File: config.mk
export PLATFORM = sky130hd
export DESIGN_NAME = uc_int
export DESIGN_NICKNAME = d
export VERILOG_FILES = /design/src/rtl/uc_pkg.sv /design/src/rtl/uc_int_fsm.sv /design/src/rtl/uc_int.sv
export SDC_FILE = /design/constraint.sdc
export NUM_CORES = 1
export LEC_CHECK = 0
export CORE_MARGIN = 4
export CORE_UTILIZATION = 37
export DETAILED_ROUTE_END_ITERATION = 12
export PLACE_DENSITY_LB_ADDON = 0.2
export SYNTH_ARGS = -nofsm -noshare
export SYNTH_HDL_FRONTEND = slang
export SYNTH_SLANG_ARGS = --single-unit
File: constraint.sdc
create_clock -name clk -period 1.74 [get_ports clk]
set_input_delay 0.261 -clock clk [delete_from_list [all_inputs] [get_ports clk]]
set_output_delay 0.261 -clock clk [all_outputs]
set_load 0.05 [all_outputs]
File: src/rtl/uc_pkg.sv
// Shared definitions for the uc_int control unit: opcode constants, WD3 source
// encodings, FSM state type and opcode classification helpers.
package uc_pkg;

    localparam logic [5:0] OP_IN   = 6'b100100;
    localparam logic [5:0] OP_OUT  = 6'b100101;
    localparam logic [5:0] OP_PUSH = 6'b100110;
    localparam logic [5:0] OP_POP  = 6'b100111;
    localparam logic [5:0] OP_J    = 6'b101000;
    localparam logic [5:0] OP_JZ   = 6'b101001;
    localparam logic [5:0] OP_JNZ  = 6'b101010;
    localparam logic [5:0] OP_JAL  = 6'b101011;
    localparam logic [5:0] OP_RET  = 6'b101100;
    localparam logic [5:0] OP_RETI = 6'b101101;
    localparam logic [5:0] OP_EI   = 6'b101110;
    localparam logic [5:0] OP_DI   = 6'b101111;
    localparam logic [5:0] OP_NOP  = 6'b110000;

    localparam logic [1:0] SEL_ALU   = 2'b00;
    localparam logic [1:0] SEL_PORT  = 2'b01;
    localparam logic [1:0] SEL_STACK = 2'b10;
    localparam logic [1:0] SEL_INM   = 2'b11;

    localparam int HOLD_W = 3;

    typedef enum logic {
        RUN = 1'b0,
        ISR = 1'b1
    } uc_state_e;

    // Instructions that redirect the PC; an interrupt is never taken on them.
    function automatic logic is_ctrl_flow(input logic [5:0] op);
        return (op == OP_J) || (op == OP_JZ) || (op == OP_JNZ) ||
               (op == OP_JAL) || (op == OP_RET) || (op == OP_RETI);
    endfunction

    // 0xxxxx and 10xxxx are fully mapped; only NOP lives in 11xxxx.
    function automatic logic is_undefined(input logic [5:0] op);
        return (op[5:4] == 2'b11) && (op != OP_NOP);
    endfunction

endpackage

File: src/rtl/uc_int_fsm.sv
// Interrupt machinery: ie, pend, holdoff and RUN/ISR state plus accept logic.
// UC_ILLEGAL_TRAP_EN makes undefined opcodes take the accept sequence.
module uc_int_fsm
    import uc_pkg::*;
#(
    parameter int HOLDOFF = 1
) (
    input  logic       clk,
    input  logic       reset,
    input  logic [5:0] opcode,
    input  logic       s_interruption,
    output logic       accept,
    output logic       reti_exec,
    output logic       state_dbg
);

    uc_state_e         state, state_next;
    logic              ie;
    logic              pend;
    logic [HOLD_W-1:0] holdoff;
    logic              accept_int;
    logic              trap;

    // s_interruption may be a pulse or a level; any high cycle is remembered in pend.
    assign accept_int = reset && (state == RUN) && (pend || s_interruption) &&
                        ie && (holdoff == '0) && !is_ctrl_flow(opcode);

`ifdef UC_ILLEGAL_TRAP_EN
    assign trap = reset && is_undefined(opcode);
`else
    assign trap = 1'b0;
`endif

    assign accept    = accept_int || trap;
    assign reti_exec = reset && (state == ISR) && (opcode == OP_RETI);
    assign state_dbg = state;

    always_comb begin
        state_next = state;
        if (accept)
            state_next = ISR;
        else if (reti_exec)
            state_next = RUN;
    end

    always_ff @(posedge clk) begin
        if (!reset) begin
            state   <= RUN;
            ie      <= 1'b0;
            pend    <= 1'b0;
            holdoff <= '0;
        end else begin
            state <= state_next;

            if (opcode == OP_EI)
                ie <= 1'b1;
            else if (opcode == OP_DI)
                ie <= 1'b0;

            // A pure illegal-opcode trap leaves a latched request for later service.
            if (accept_int)
                pend <= 1'b0;
            else if (s_interruption)
                pend <= 1'b1;

            if (reti_exec)
                holdoff <= HOLD_W'(HOLDOFF);
            else if ((state == RUN) && (holdoff != '0))
                holdoff <= holdoff - 1'b1;
        end
    end

endmodule

File: src/rtl/uc_int.sv
// Control unit top: combinational instruction decoder with interrupt overrides
// from uc_int_fsm. Optional feature macro: UC_ILLEGAL_TRAP_EN.
module uc_int
    import uc_pkg::*;
#(
    parameter int HOLDOFF = 1
) (
    input  logic       clk,
    input  logic       reset,
    input  logic [5:0] opcode,
    input  logic       z,
    input  logic       s_interruption,
    output logic       s_4mux1,
    output logic       s_4mux2,
    output logic       s_4mux3,
    output logic       we3,
    output logic       wez,
    output logic       s_we_port,
    output logic       s_we_stack,
    output logic       s_jalret,
    output logic       s_we_stack_data,
    output logic       s_pushpop,
    output logic [2:0] op_alu,
    output logic [1:0] sel_inputs,
    output logic       int_ack,
    output logic       int_done,
    output logic       in_isr
);

    logic accept;
    logic reti_exec;
    logic state_dbg;

    uc_int_fsm #(
        .HOLDOFF(HOLDOFF)
    ) u_fsm (
        .clk           (clk),
        .reset         (reset),
        .opcode        (opcode),
        .s_interruption(s_interruption),
        .accept        (accept),
        .reti_exec     (reti_exec),
        .state_dbg     (state_dbg)
    );

    // The only state bit is ISR vs RUN, so it doubles as the in_isr flag.
    assign in_isr = state_dbg;

    always_comb begin
        s_4mux1         = 1'b1;
        s_4mux2         = 1'b0;
        s_4mux3         = 1'b0;
        we3             = 1'b0;
        wez             = 1'b0;
        s_we_port       = 1'b0;
        s_we_stack      = 1'b0;
        s_jalret        = 1'b0;
        s_we_stack_data = 1'b0;
        s_pushpop       = 1'b0;
        op_alu          = 3'b000;
        sel_inputs      = SEL_ALU;
        int_ack         = 1'b0;
        int_done        = 1'b0;

        if (!opcode[5]) begin
            op_alu = opcode[4:2];
            we3    = 1'b1;
            wez    = 1'b1;
        end else if (opcode[5:2] == 4'b1000) begin
            we3        = 1'b1;
            sel_inputs = SEL_INM;
        end else begin
            case (opcode)
                OP_IN: begin
                    we3        = 1'b1;
                    sel_inputs = SEL_PORT;
                end
                OP_OUT: s_we_port = 1'b1;
                OP_PUSH: begin
                    s_we_stack_data = 1'b1;
                    s_pushpop       = 1'b1;
                end
                OP_POP: begin
                    s_we_stack_data = 1'b1;
                    we3             = 1'b1;
                    sel_inputs      = SEL_STACK;
                end
                OP_J: begin
                    s_4mux1 = 1'b0;
                    s_4mux2 = 1'b1;
                end
                OP_JZ: begin
                    if (z) begin
                        s_4mux1 = 1'b0;
                        s_4mux2 = 1'b1;
                    end
                end
                OP_JNZ: begin
                    if (!z) begin
                        s_4mux1 = 1'b0;
                        s_4mux2 = 1'b1;
                    end
                end
                OP_JAL: begin
                    s_4mux1    = 1'b0;
                    s_4mux2    = 1'b1;
                    s_we_stack = 1'b1;
                    s_jalret   = 1'b1;
                end
                OP_RET, OP_RETI: begin
                    s_4mux3    = 1'b1;
                    s_we_stack = 1'b1;
                end
                default: ;
            endcase
        end

        int_done = reti_exec;

        // Accept never coincides with a control-flow opcode, so no stack clash.
        if (accept) begin
            s_we_stack = 1'b1;
            s_jalret   = 1'b1;
            s_4mux1    = 1'b0;
            s_4mux2    = 1'b0;
            int_ack    = 1'b1;
        end

        if (!reset) begin
            s_4mux1         = 1'b1;
            s_4mux2         = 1'b0;
            s_4mux3         = 1'b0;
            we3             = 1'b0;
            wez             = 1'b0;
            s_we_port       = 1'b0;
            s_we_stack      = 1'b0;
            s_jalret        = 1'b0;
            s_we_stack_data = 1'b0;
            s_pushpop       = 1'b0;
            op_alu          = 3'b000;
            sel_inputs      = SEL_ALU;
            int_ack         = 1'b0;
            int_done        = 1'b0;
        end
    end

endmodule
==> flow_summary.yaml, run 1 <==
status:
  status: "aborted with a tool error"
  flow.stopped_at: "clock tree synthesis (4_1_cts)"
  stop_error: "[ERROR DPL-0033] detailed placement checks failed during check placement."
place:
  gp_congestion: 0.771
  io_buffers: 27
  dpl.hpwl_um: 1720
synthesis:
  synth_area_um2: 524
  postSynthAreaPerCell_um2: 8.07
  syn_inst: 65
  synth_edf_count: 0
  synth_seq_area_share_pct: 22.9
  yosysUniqueCellTypes: 35
  synth_top_cell_area_share_pct: 22.9
  synth_nets: 77
  yosys_most_used_dff: "dfxtp_1"
  yosysWarnings: 0
  async_reset_ff_share_pct: 0
  synth.largest_area_cell: "dfxtp_1"
  yosys-top-cells-area: "dfxtp_1, nor2_1, ha_1, o21ai_0, and2_1"
  synth_seq_cells: 6
clocking:
  cts_buffers: 3
  cts-root-buf: "clkbuf_4"
  cts_buffer_depth: 2
  cts_sinks: 6
  hold_buffers: 0
  htree_levels: 1
  postCtsResizedCells: 28
  cts_setup_buffers: 6
die:
  io_pins: 28
  die_w_um: 45.6
  start_util_pct: 39.8
  rows: 13
  die_h_um: 45.6
-- through the flow --
stage	setup TNS, ps	cell area (µm²)	setup slack (ps)	cells	util, %
3_5_place_dp	-3790	1200	-371	126	91.3
3_3_place_gp	-3230	1200	-342	126	91.3
2_1_floorplan	-270	626	-109	65	-
-- cells by family after synthesis --
family / after synthesis / synth area share (%)
AOI/OAI and AO/OA: 15 / 19.8
xor gates and xnor gates: 1 / 1.67
adders and majority gates: 2 / 4.77
buffers and inverters: 5 / 6.92
DFF: 6 / 22.9
muxes: 1 / 2.15
and+or+nand+nor: 35 / 41.8
-- synthesized netlist by cell type (all sizes together) (2+ instances only) --
library cell and number:
and2 3, o21a 2, inv 3, nor3 2
a21oi 3, dfxtp 6, nor2 9, o21ai 4
or3 2, ha 2, nor2b 3, nand2 4
and3b 2
==> inputs of run 2 (changes only) <==
Settings changed: CORE_AREA set to 4 4 65 67, CORE_MARGIN 4 to unset, CORE_UTILIZATION 37 to unset, DIE_AREA set to 0 0 69 71, PLACE_DENSITY_LB_ADDON 0.2 to 0.15.
==> run 2 against run 1 <==
Effect of this change:
- the flow now finishes, with violations (negative setup slack)
- synthesized area did not move
- synthesized cell count unchanged
==> flow_summary.yaml, run 2 <==
status:
  status: "finished with violations"
  violations: "negative setup slack"
setup_path:
  timing.rr.start: "u_fsm.holdoff[0]"
  cp.required_ps: 1480
  critical_path_class: "reg2out"
  r2r-end: "u_fsm.holdoff[2]"
  r2r_setup_slack_ps: 150
  cpPeakStageDelay_ps: 320
  crit_arrival_ps: 1530
  critPathCaptureType: "output pin"
  path_cells: "inv_2 > ha_4 > nand4bb_4 > a211oi_4 > buf_6 > buf_6 > buf_12"
  crit_fanout: 4
  cp_slowest_cell: "dfxtp_2"
  cpMostUsedCell: "buf_6"
  rr_worst_depth: 8
  start_kind: "flop"
  cp_top_family: "buffers and inverters"
  path_buf_inv: 4
final_layout:
  layout-drive-gt1-share_pct: 68.3
  utilization_pct: 37.8
  nFillCells: 391
  final_cell_area_mm2: 0.00137
  diodes: 0
  top_register: "u_fsm.holdoff"
  final_cell_mix: "buf_4, buf_12, buf_6, nor2_1, dfxtp_1"
  largest_reg_flops: 3
  nets: 136
  syn_to_final_growth_pct: 162
  layout_commonest_cell: "buf_4"
place:
  dpl.hpwl_um: 1570
  gp_congestion: 0.689
  io_buffers: 27
  placed_area_mm2: 0.00126
clocking:
  hold_buffers: 0
  htree_levels: 1
  cts_buffer_depth: 2
  cts-root-buf: "clkbuf_8"
  cts_buffers: 3
  cts_sinks: 6
  cts_tree: "yes"
  cts.clk_slew.worst_paths_ps: 40
  clock_latency_ps: 220
synthesis:
  synth_common_cells: "nor2_1, dfxtp_1, nand2_1, o21ai_0"
  synth_top_cell_area_share_pct: 22.9
  synth_seq_area_share_pct: 22.9
  yosys_most_used_dff: "dfxtp_1"
  yosys-top-cells-area: "dfxtp_1, nor2_1, ha_1, o21ai_0, and2_1"
  yosysWarnings: 0
  synth_edf_count: 0
  yosysUniqueCellTypes: 35
  synth_nets: 77
  postSynthAreaPerCell_um2: 8.07
  synth_seq_cells: 6
  synth.largest_area_cell: "dfxtp_1"
  async_reset_ff_share_pct: 0
  synth_area_um2: 524
  syn_inst: 65
  yosysMostFrequentCell: "nor2_1"
timing:
  max_freq_mhz: 557
  worstMarginPinSlew_ps: 342
  finalHoldViolations: 0
  timing.slew.headroom_pct: 77.2
  final.period_utilization_pct: 103
  final.min_clock_period_ps: 1800
  rsz0062_at_grt: "true"
  finalSetupViolCount: 3
  fin_ws_ps: -55.7
  clock_skew_ps: 0.376
  maxSlewViolCount: 0
detailed_routing:
  drc_errors: 0
  vias_per_cell: 4.01
  num_vias: 686
  drt-initial-drc-count: 13
  postRouteAntennaNets: 0
  wl_um: 1900
  wl_per_cell_um: 11.1
  dr.pass1.iters: 2
min_path:
  whs_path_depth: 3
  hp-start: "reset"
  hp-class: "in2reg"
  whs_endpoint: "u_fsm.pend"
pwr:
  leakage_nw: 0.564
  irDropWorstVdd_v: 0.000238
  cellPowerDensity_mw_per_mm2: 635
  total_power_mw: 0.873
die:
  die_h_um: 71
  die_w_um: 69
  dieArea_mm2: 0.00490
  rows: 22
  coreArea_mm2: 0.00363
  start_util_pct: 14.4
  io_pins: 28
grt:
  grt_pass1_wl_um: 3420
  antenna_found_initial: 0
  track_usage_pct: 8.49
  grt_remaining_overflow: 0
  grt_pass1_vias: 766
  grt_max_degree: 10
run:
  cap_violations: 0
run 2: cell counts after synthesis:
Identical to the previous run, type by type.
run 2: stage by stage:
step / TNS [ps] / setup slack [ps] / cells / hold slack [ps]
floorplan: -270 / -109 / 65 / 413
global placement: -3420 / -318 / 161 / 498
detailed placement: -3400 / -326 / 161 / 511
CTS: -189 / -85.6 / 170 / 356
global route: -414 / -131 / 171 / 393
finish: -119 / -55.7 / 171 / 357
run 2: cell families (layout without fill, tap and decap cells):
kind of cell	after synthesis	count (layout)	share of synthesized area (%)
AND/OR/NAND/NOR	35	35	41.8
multiplexers	1	1	2.15
buffers and inverters	5	63	6.92
AO/OA/AOI/OAI	15	15	19.8
adder cells (fa/ha/maj)	2	2	4.77
XOR/XNOR	1	1	1.67
flip-flops	6	6	22.9
run 2: cell type report:
class | count | area, µm² | area share (%)
clock buffer | 4 | 45.0 | 3.28
timing repair buffer | 56 | 643 | 46.8
multi-input combinational | 54 | 489 | 35.6
inverter | 3 | 11.3 | 0.820
sequential | 6 | 125 | 9.11
tap | 48 | 60.1 | 4.37
run 2: repair_timing:
item	4_1_cts	5_1_grt
resized for setup	27	6
endpoints found under the setup margin	15	7
setup buffers	5	1
pin swaps	7	5
run 2: where the power goes:
part	leakage [nW]	switching [mW]	total, mW	internal [mW]
sequential	0.0505	0.0207	0.192	0.171
clock	0.0228	0.0691	0.228	0.158
combinational	0.490	0.189	0.453	0.265
run 2: worst max-delay path by stage:
stage,start,end,slack [ps],cells past startpoint
2_1_floorplan,opcode[4],s_4mux1,-110,3
3_3_place_gp,opcode[4],int_ack,-320,6
3_5_place_dp,reset,s_pushpop,-330,5
4_1_cts,u_fsm.holdoff[0],int_ack,-90,7
5_1_grt,u_fsm.holdoff[0],int_ack,-130,7
6_report,u_fsm.holdoff[0],int_ack,-60,7
run 2: worst register-to-register path: stages (launching register included):
cell and delay [ps]:
dfxtp_2 330, inv_2 50, buf_4 120, buf_4 120, buf_4 120, ha_1 170
nor2b_1 130, mux2_2 250, and3_2 200
run 2: metal layers:
layer / GRT usage (%) / part of all wire [%]
met5: 0 / 0
met2: 14.9 / 53
met4: 2.60 / 1.2
met3: 2.70 / 3.2
met1: 9.78 / 42
Power figures use the tool's default switching activity.
==> inputs of run 3 (changes only) <==
Settings changed: SETUP_SLACK_MARGIN set to 0.15.
==> run 3 against run 2 <==
Effect of this change:
- the run still ends with negative setup slack left
- routed wire length is 7.4% higher
- utilization rose by 0.93 points
- global-route usage is 0.19 points higher
- sequential share of layout area down 0.22 points
- maximum frequency up 0.92%
- clock-buffer cell count stayed put
- clock power down 3%
==> flow_summary.yaml, run 3 (synthesis results as in run 2) <==
status:
  status: "finished with violations"
  violations: "negative setup slack"
timing:
  timing.slew.headroom_pct: 77.0
  finalSetupViolCount: 2
  maxSlewViolCount: 0
  finalHoldViolations: 0
  setup_total_negative_slack_ps: -66.6
  max_freq_mhz: 562
  worstMarginPinSlew_ps: 345
  final.period_utilization_pct: 102
  rsz0062_at_grt: "true"
  clock_skew_ps: 3.06
  fin_ws_ps: -39.2
  final.min_clock_period_ps: 1780
  finalHoldWorstSlack_ps: 322
setup_path:
  r2r_setup_slack_ps: 120
  critPathCaptureType: "output pin"
  timing.rr.start: "u_fsm.holdoff[0]"
  crit_fanout: 5
  start_kind: "flop"
  cpPeakStageDelay_ps: 310
  critical_path_class: "reg2out"
  cp.required_ps: 1480
  r2r-end: "u_fsm.holdoff[2]"
  crit_arrival_ps: 1520
  rr_worst_depth: 8
  path_cells: "inv_2 > ha_4 > nand4bb_4 > a211oi_4 > buf_4 > nor2_2 > buf_6"
  cp_slowest_cell: "dfxtp_2"
final_layout:
  finalNonFillerCells: 172
  largest_reg_flops: 3
  layout-drive-gt1-share_pct: 73.4
  final_cell_area_mm2: 0.00141
  diodes: 0
  layout_commonest_cell: "buf_4"
  final_cell_mix: "buf_4, buf_12, buf_6, dfxtp_1"
  utilization_pct: 38.7
  nFillCells: 369
  nets: 137
  top_register: "u_fsm.holdoff"
  syn_to_final_growth_pct: 168
place:
  gp_congestion: 0.711
  placed_area_mm2: 0.00126
  placedCellCount: 160
  dp_worst_setup_slack_ps: -338
  dpl.hpwl_um: 1660
  io_buffers: 27
grt:
  grt_pass1_vias: 706
  grt_pass1_wl_um: 3390
  top_usage_layer: "met2"
  grt_max_degree: 10
  track_usage_pct: 8.68
  met2_usage_pct: 14.3
  met3_usage_pct: 2.13
  antenna_found_initial: 0
  use_met1_pct: 11.2
  grt_remaining_overflow: 0
clocking:
  cts_sinks: 6
  hold_buffers: 0
  htree_levels: 1
  cts.clk_slew.worst_paths_ps: 40
  cts-root-buf: "clkbuf_8"
  clock_latency_ps: 220
  cts_buffers: 3
  cts_buffer_depth: 2
  cts_tree: "yes"
run:
  cap_violations: 0
detailed_routing:
  wl_per_cell_um: 11.9
  drt-initial-drc-count: 14
  vias_per_cell: 4.03
  wl_um: 2040
  postRouteAntennaNets: 0
  num_vias: 694
  drc_errors: 0
  dr.pass1.iters: 4
die:
  die_h_um: 71
  coreArea_mm2: 0.00363
  die_w_um: 69
  rows: 22
  dieArea_mm2: 0.00490
  start_util_pct: 14.4
  io_pins: 28
pwr:
  irDropWorstVdd_v: 0.000268
  leakage_nw: 0.570
  cellPowerDensity_mw_per_mm2: 629
  total_power_mw: 0.886
min_path:
  hp-class: "in2reg"
  whs_path_depth: 3
  hp-start: "reset"
  whs_endpoint: "u_fsm.pend"
-- run 3: where the power goes --
| group | internal (mW) | switching, mW | leakage, nW |
|---|---|---|---|
| sequential | 0.171 | 0.0215 | 0.0505 |
| clock | 0.158 | 0.0637 | 0.0228 |
| combinational | 0.273 | 0.198 | 0.496 |
| total | 0.603 | 0.283 | 0.570 |
-- run 3: cell type report --
class | count | area, µm² | area share (%)
multi-input combinational | 54 | 508 | 36.1
clock buffer | 4 | 45.0 | 3.20
timing repair buffer | 57 | 656 | 46.6
sequential | 6 | 125 | 8.89
tap | 48 | 60.1 | 4.27
inverter | 3 | 13.8 | 0.978
-- run 3: how the worst max path moves through the flow --
stage	start	to	slack (ps)	depth (start not counted)
finish	u_fsm.holdoff[0]	s_4mux1	-40	7
CTS	u_fsm.holdoff[0]	s_4mux1	-50	7
detailed placement	reset	s_pushpop	-340	5
global placement	reset	s_pushpop	-340	5
floorplan	opcode[4]	s_4mux1	-110	3
global route	u_fsm.holdoff[0]	s_4mux1	-130	7
-- run 3: what timing repair did --
item / CTS / global route
resized for setup: 45 / 8
endpoints found under the setup margin: 17 / 13
gates cloned: 0 / 0
pin swaps: 9 / 3
buffers inserted: 5 / 3
-- run 3: per-layer routing --
layer	vias to the layer above	part of all wire [%]
met2	15	50
li1	354	-
met5	-	0
met3	2	3.3
met4	0	0.83
met1	323	46
-- run 3: critical path, delay by kind of cell, from the launching register on --
kind                       cells  cell delay, ps
buffers and inverters          3             390
DFF                            1             310
AOI/OAI and AO/OA              1             280
adders and majority gates      1             150
and+or+nand+nor                2             150
